==> config.mk <==
export PLATFORM = sky130hd
export DESIGN_NAME = ram_lsu_bridge
export DESIGN_NICKNAME = d
export VERILOG_FILES = /design/src/rtl/ram_lsu_bridge.sv
export SDC_FILE = /design/constraint.sdc
export NUM_CORES = 1
export LEC_CHECK = 0
export ABC_AREA = 1
export BUFFER_PORTS_ARGS = -buffer_cell sky130_fd_sc_hd__clkbuf_2
export CAP_MARGIN = 5
export CORE_MARGIN = 4
export CORE_UTILIZATION = 48
export CTS_BUF_LIST = sky130_fd_sc_hd__clkbuf_8
export CTS_CLUSTER_DIAMETER = 30
export DETAILED_ROUTE_END_ITERATION = 12
export PLACE_DENSITY_LB_ADDON = 0.12
export SYNTH_ARGS = -nofsm -noshare
export SYNTH_HDL_FRONTEND = slang
export SYNTH_SLANG_ARGS = --single-unit
export TNS_END_PERCENT = 50
==> constraint.sdc <==
create_clock -name clk -period 1.4 [get_ports clk]
set_input_delay 0.28 -clock clk [delete_from_list [all_inputs] [get_ports clk]]
set_output_delay 0.28 -clock clk [all_outputs]
set_load 0.02 [all_outputs]
==> src/rtl/ram_lsu_bridge.sv <==
// ram_lsu_bridge: load/store bridge from the core memory stage to a word-wide data RAM.
// The RAM has a synchronous write, a combinational read and no byte enables.
// Byte and half stores use read-modify-write. Loads are sign- or zero-extended.
// Optional macro RAM_BRIDGE_ERR_EN enables rejection of misaligned, illegal-size and
// out-of-range requests. Without it, addresses are forced to natural alignment,
// the word index wraps modulo DEPTH, size 11 behaves as a word access and rsp_err_o is 0.
//
// state  | meaning
// IDLE   | ready for a request
// LOAD   | RAM read of the addressed word; extract and extend the lane
// RMW_RD | RAM read of the old word; merge the store lane into it
// WRITE  | ram_wen_o high for one cycle
// RESP   | rsp_valid_o pulse
module ram_lsu_bridge #(
    parameter int DEPTH = 4096
) (
    input  logic        clk,
    input  logic        rstn,
    input  logic        req_valid_i,
    output logic        req_ready_o,
    input  logic        req_we_i,
    input  logic [1:0]  req_size_i,
    input  logic        req_unsigned_i,
    input  logic [31:0] req_addr_i,
    input  logic [31:0] req_wdata_i,
    output logic        rsp_valid_o,
    output logic [31:0] rsp_rdata_o,
    output logic        rsp_err_o,
    output logic        ram_wen_o,
    output logic [31:0] ram_addr_o,
    output logic [31:0] ram_wdata_o,
    input  logic [31:0] ram_rdata_i
);

    typedef enum logic [2:0] {IDLE, LOAD, RMW_RD, WRITE, RESP} state_t;

    state_t      state, state_next;
    logic [1:0]  size_q;
    logic        uns_q;
    logic [31:0] addr_q;
    logic [31:0] wdata_q;

    logic        accept;
    logic        req_err;
    logic [1:0]  size_eff;
    logic [31:0] addr_eff;
    logic [31:0] load_val;
    logic [31:0] merged;

    assign accept     = req_valid_i & req_ready_o;
    assign ram_addr_o = {addr_q[31:2], 2'b00};

`ifdef RAM_BRIDGE_ERR_EN
    localparam logic [31:0] DEPTH_W = 32'(DEPTH);

    // Classify the incoming request; the address is kept unmodified.
    always_comb begin
        size_eff = req_size_i;
        addr_eff = req_addr_i;
        req_err  = (req_size_i == 2'b11)
                 | ((req_size_i == 2'b01) & req_addr_i[0])
                 | ((req_size_i == 2'b10) & (req_addr_i[1:0] != 2'b00))
                 | ({2'b00, req_addr_i[31:2]} >= DEPTH_W);
    end
`else
    logic [29:0] widx;
    logic [1:0]  lane;

    // Without checks, force natural alignment and wrap the word index into the RAM.
    always_comb begin
        req_err  = 1'b0;
        size_eff = (req_size_i == 2'b11) ? 2'b10 : req_size_i;
        widx     = req_addr_i[31:2] % 30'(DEPTH);
        case (size_eff)
            2'b00:   lane = req_addr_i[1:0];
            2'b01:   lane = {req_addr_i[1], 1'b0};
            default: lane = 2'b00;
        endcase
        addr_eff = {widx, lane};
    end
`endif

    // State register.
    always_ff @(posedge clk) begin
        if (!rstn) state <= IDLE;
        else       state <= state_next;
    end

    // Next-state logic.
    always_comb begin
        state_next = state;
        case (state)
            IDLE: begin
                if (accept) begin
                    if (req_err)               state_next = RESP;
                    else if (!req_we_i)        state_next = LOAD;
                    else if (size_eff == 2'b10) state_next = WRITE;
                    else                       state_next = RMW_RD;
                end
            end
            LOAD:    state_next = RESP;
            RMW_RD:  state_next = WRITE;
            WRITE:   state_next = RESP;
            RESP:    state_next = IDLE;
            default: state_next = IDLE;
        endcase
    end

    // FSM-decoded outputs; reset gates ready and write enable immediately.
    always_comb begin
        req_ready_o = (state == IDLE) & rstn;
        ram_wen_o   = (state == WRITE) & rstn;
        rsp_valid_o = (state == RESP);
    end

    // Extract and extend the addressed lane from the RAM read data.
    always_comb begin
        logic [31:0] shifted;
        logic [15:0] hw;
        shifted = ram_rdata_i >> {addr_q[1:0], 3'b000};
        hw      = addr_q[1] ? ram_rdata_i[31:16] : ram_rdata_i[15:0];
        case (size_q)
            2'b00:   load_val = {{24{~uns_q & shifted[7]}}, shifted[7:0]};
            2'b01:   load_val = {{16{~uns_q & hw[15]}}, hw};
            default: load_val = ram_rdata_i;
        endcase
    end

    // Insert the store lane into the old RAM word, keeping every other byte.
    always_comb begin
        merged = wdata_q;
        if (size_q == 2'b00) begin
            case (addr_q[1:0])
                2'b00:   merged = {ram_rdata_i[31:8], wdata_q[7:0]};
                2'b01:   merged = {ram_rdata_i[31:16], wdata_q[7:0], ram_rdata_i[7:0]};
                2'b10:   merged = {ram_rdata_i[31:24], wdata_q[7:0], ram_rdata_i[15:0]};
                default: merged = {wdata_q[7:0], ram_rdata_i[23:0]};
            endcase
        end else if (size_q == 2'b01) begin
            merged = addr_q[1] ? {wdata_q[15:0], ram_rdata_i[15:0]}
                               : {ram_rdata_i[31:16], wdata_q[15:0]};
        end
    end

    // Request capture, write data and response registers.
    always_ff @(posedge clk) begin
        if (!rstn) begin
            size_q      <= 2'b00;
            uns_q       <= 1'b0;
            addr_q      <= 32'h0;
            wdata_q     <= 32'h0;
            rsp_rdata_o <= 32'h0;
            rsp_err_o   <= 1'b0;
            ram_wdata_o <= 32'h0;
        end else begin
            if (accept) begin
                size_q  <= size_eff;
                uns_q   <= req_unsigned_i;
                addr_q  <= addr_eff;
                wdata_q <= req_wdata_i;
                if (req_err) begin
                    rsp_rdata_o <= 32'h0;
                    rsp_err_o   <= 1'b1;
                end else if (req_we_i && size_eff == 2'b10) begin
                    ram_wdata_o <= req_wdata_i;
                end
            end
            case (state)
                LOAD: begin
                    rsp_rdata_o <= load_val;
                    rsp_err_o   <= 1'b0;
                end
                RMW_RD: ram_wdata_o <= merged;
                WRITE: begin
                    rsp_rdata_o <= 32'h0;
                    rsp_err_o   <= 1'b0;
                end
                default: ;
            endcase
        end
    end

endmodule

# == Word-level counts from Yosys, hierarchy flattened ==
# Cells that the tools add are included.
# totals
reg_bits,116
out_inout_bits,100
word_cells,51
# classes
reduce_logical,10
bitwise,6
shift,1
n_mux,16
n_eq_ne,11
# ops
operator,n
$mux 32,6
$pmux 32 s2,2
$pmux 32 s3,1
$shr 32x5->8,1
$mux 16,1
$pmux 3 s3,1
$eq 2x1->1 const B,3
$eq 2x2->1 const B,3
$eq 3x2->1 const B,2
$logic_not 2->1,3
$reduce_bool 2->1,3
$and 1x1->1,5
$mux 2,2
$pmux 2 s2,1
$eq 3x1->1 const B,1
$eq 3x3->1 const B,1
$logic_not 3->1,1
$mux 3,1
$ne 2x2->1 const B,1
$reduce_and 2->1,1
$reduce_or 2->1,1
$logic_and 1x1->1,1
$mux 1,1
$not 1->1,1

# == Logic depth before layout (Yosys ltp) ==
# depth
depth_word,7
depth_mapped,9
mapped_depth_nobuf,9

# == Worst setup path after synthesis ==
# OpenSTA, ideal clock, no wires.
# synth_timing
kind,register -> output
from,register state[0]
to,output port ram_wen_o
arrival_ns,1.359
slack_ns,-0.239
path_buffers,1
stages_incl_launch_ff,6
path_cell_list,dfxtp_1 > inv_1 > nor2_1 > clkinv_1 > clkbuf_1 > nor3_1
# synth_via
elab_chain_cells,2
# synth_lines
element,line,text
start: declaration,37,"state_t state, state_next;"
start signal: assignment,86,else state <= state_next;
$eq 3x2->1,112,ram_wen_o = (state == WRITE) & rstn;
$and 1x1->1,112,
end: declaration,29,"output logic ram_wen_o,"
# Every way passes these cells.

# == Worst setup path in the final report ==
# layout_timing
from,register state[0]
to,output port req_ready_o
# layout_via
elab_chain_cells,2
# layout_lines
element,line,text
$logic_not 3->1,111,req_ready_o = (state == IDLE) & rstn;
$and 1x1->1,111,
end: declaration,20,"output logic req_ready_o,"
# Every way passes these cells.

==> results.cfg <==
[outcome]
status = finished with violations
violations = negative setup slack

[global_routing]
antenna_found_initial = 0
grt_pass1_vias = 6094
grt_pass1_wl_microns = 30900
overflow = 0
grt_max_degree = 56
track_usage_pct = 27.5

[die]
dieWidth_microns = 121
chipHeight_microns = 121
dieArea_sq_um = 14600
start_util_pct = 50.0
rows = 40
core_area_sq_um = 12200
ios = 203

[clock_network]
clock_sinks = 116
h-tree-depth = 4
clkTransAtPathRegs_ns = 0.07
cts_inserted_buffers = 17
clock_latency_ns = 0.45
cts_max_path_buffers = 2
cts_hold_buf = 0
cts_tree = built
root_buffer = clkbuf_8

[timing]
timing.final.crit_share_pct = 114
setup_violations = 43
slew_violations = 0
rsz0062_at_grt = yes
fin_crit_ns = 1.59
tightest_slew_ns = 0.504
finClkSkew_ns = 0.00859
fmax_mhz = 629
hold_viol_final = 0
slew_headroom_pct = 66.4
finalWorstSetupSlack_ns = -0.190
setup-tns-final_ns = -4.32

[synth]
async_flop_share_pct = 0
synth_cell_type_count = 34
synth_seq_cells = 116
synth_top_cell_by_area = dfxtp_1
syn_avg_cell_area_sq_um = 6.67
synthFlopType = dfxtp_1
synth_area_sq_um = 6100
yosys-top-cells-area = dfxtp_1 38%, nand2_1 14%, a21oi_1 11%
synth_warnings = 0
synth_top_area_share_pct = 38.1
synth_edf_count = 0
synth_commonest_cells = 234 x nand2_1, 134 x a21oi_1, 116 x dfxtp_1
yosysMostFrequentCell = nand2_1
ys_seq_area_share_pct = 38.1
netlist_instances = 915

[place]
dp_hpwl_microns = 14600
portBuffers = 163
dpl_cell_area_sq_um = 7250
gp_congestion = 0.951
place_inst = 1234

[worst_setup_path]
crit_type = flop to output pin
crit_required_ns = 1.12
startpoint_type = flop
cp_max_fo = 2
cp.arrival_ns = 1.31
worstSetupEndpointType = output pin

[drt]
drtIter0Drc = 749
vias = 6669
drc = 0
via_per_inst = 5.23
ant_nets = 0
drt-total-wl_microns = 20300
wl_per_cell_microns = 15.9
drtPass1Iterations = 5

[layout]
seqCellArea_sq_um = 2340
syn_to_final_growth_pct = 31.0
stdcell_count = 1275
multi_input_area_sq_um = 3220
diodes = 0
drive_above_1_share_pct = 29.9
num-nets-final = 1200
fill_cells = 1204
design_area_sq_um = 7990

[job]
maxCapViolCount = 0

[power]
ir_drop_mv = 0.743
p_leak_nw = 3.77
finalPower_mw = 8.91
powerDensity_nw_per_um2 = 1120

[min_path]
holdCritPathClass = input pin to flop
## path summary, 6_finish.rpt
path                                     start        endpoint  slack, ns  cells after the start
worst max-delay path                  state[0]     req_ready_o      -0.19                      5
worst min-delay path             req_addr_i[6]       addr_q[6]       0.05                      3
worst max register to register        state[1]  ram_wdata_o[8]      -0.17                      9
worst min register to register  rsp_rdata_o[5]  rsp_rdata_o[5]       0.46                      2
## power by group
group	total, mW	internal, mW	switching, mW
combinational	2.23	0.852	1.38
sequential	3.68	3.54	0.146
clock	3.00	1.71	1.29
## area by class of cell
class                           count  share of cell area [%]
Multi-Input combinational cell    662                    40.2
Tap cell                          168                    2.63
Sequential cell                   116                    29.3
Timing Repair Buffer              231                    19.8
Clock buffer                       21                    3.62
Inverter                           69                    3.40
Clock inverter                      8                    1.08
## timing repair
item	CTS	global route
resized for setup	24	48
buffers inserted	4	5
pin swaps	4	12
endpoints found under the setup margin	32	107
gates cloned	2	2
endpoints found under the hold margin	0	0
## critical path, stage by stage, from the launching register on
cell,delay [ns]
dfxtp_2,0.34
buf_6,0.12
nor2_4,0.10
nand2_1,0.07
nor2_1,0.09
buf_4,0.14
## placed cells by master, fill, tap and decap left out, types with 5 or more instances in the layout
master    instances
inv_2             6
a21oi_1         125
nor2_4            5
clkbuf_8         22
nand3_2           8
dfxtp_1         109
nor2_1           71
clkbuf_2        160
buf_4            45
or2_2             8
o21ai_1          40
o21ai_0          57
buf_12           13
o211ai_1         14
nand2_1         229
buf_6             9
nand2_2           7
o22ai_1           8
conb_1           21
nand3_1          27
a21oi_2          15
inv_1            61
## stage by stage
stage | util, % | hold slack [ns] | setup WS (ns)
finish | 65.5 | 0.0503 | -0.190
global route | 65.5 | 0.0481 | -0.270
CTS | 63.9 | 0.0306 | -0.237
detailed placement | 59.3 | 0.455 | -0.0912
global placement | 59.3 | 0.452 | -0.0864
floorplan | - | 0.391 | 0.000154
## sequential cells by signal, indices dropped and copies added (netlist names)
name	flops
uns_q	1
rsp_rdata_o	32
state	3
wdata_q	32
ram_wdata_o	32
addr_q	14
size_q	2
## cell families after synthesis
kind of cell | Yosys count | share of synthesized area [%]
other | 1 | 0.0615
buffers and inverters | 158 | 12.9
and+or+nand+nor | 373 | 25.6
AOI/OAI and AO/OA | 267 | 23.3
DFF | 116 | 38.1
## per-layer routing
layer / up-vias / global-route usage [%] / wire [microns] / share of wire, %
li1: 3318 / - / - / -
met1: 2968 / 36.8 / 8760 / 43
met2: 327 / 40.1 / 8690 / 43
met3: 56 / 7.25 / 1930 / 9.5
met4: 0 / 15.4 / 929 / 4.6
met5: - / 0 / 0 / 0
Power figures use the tool's default switching activity.
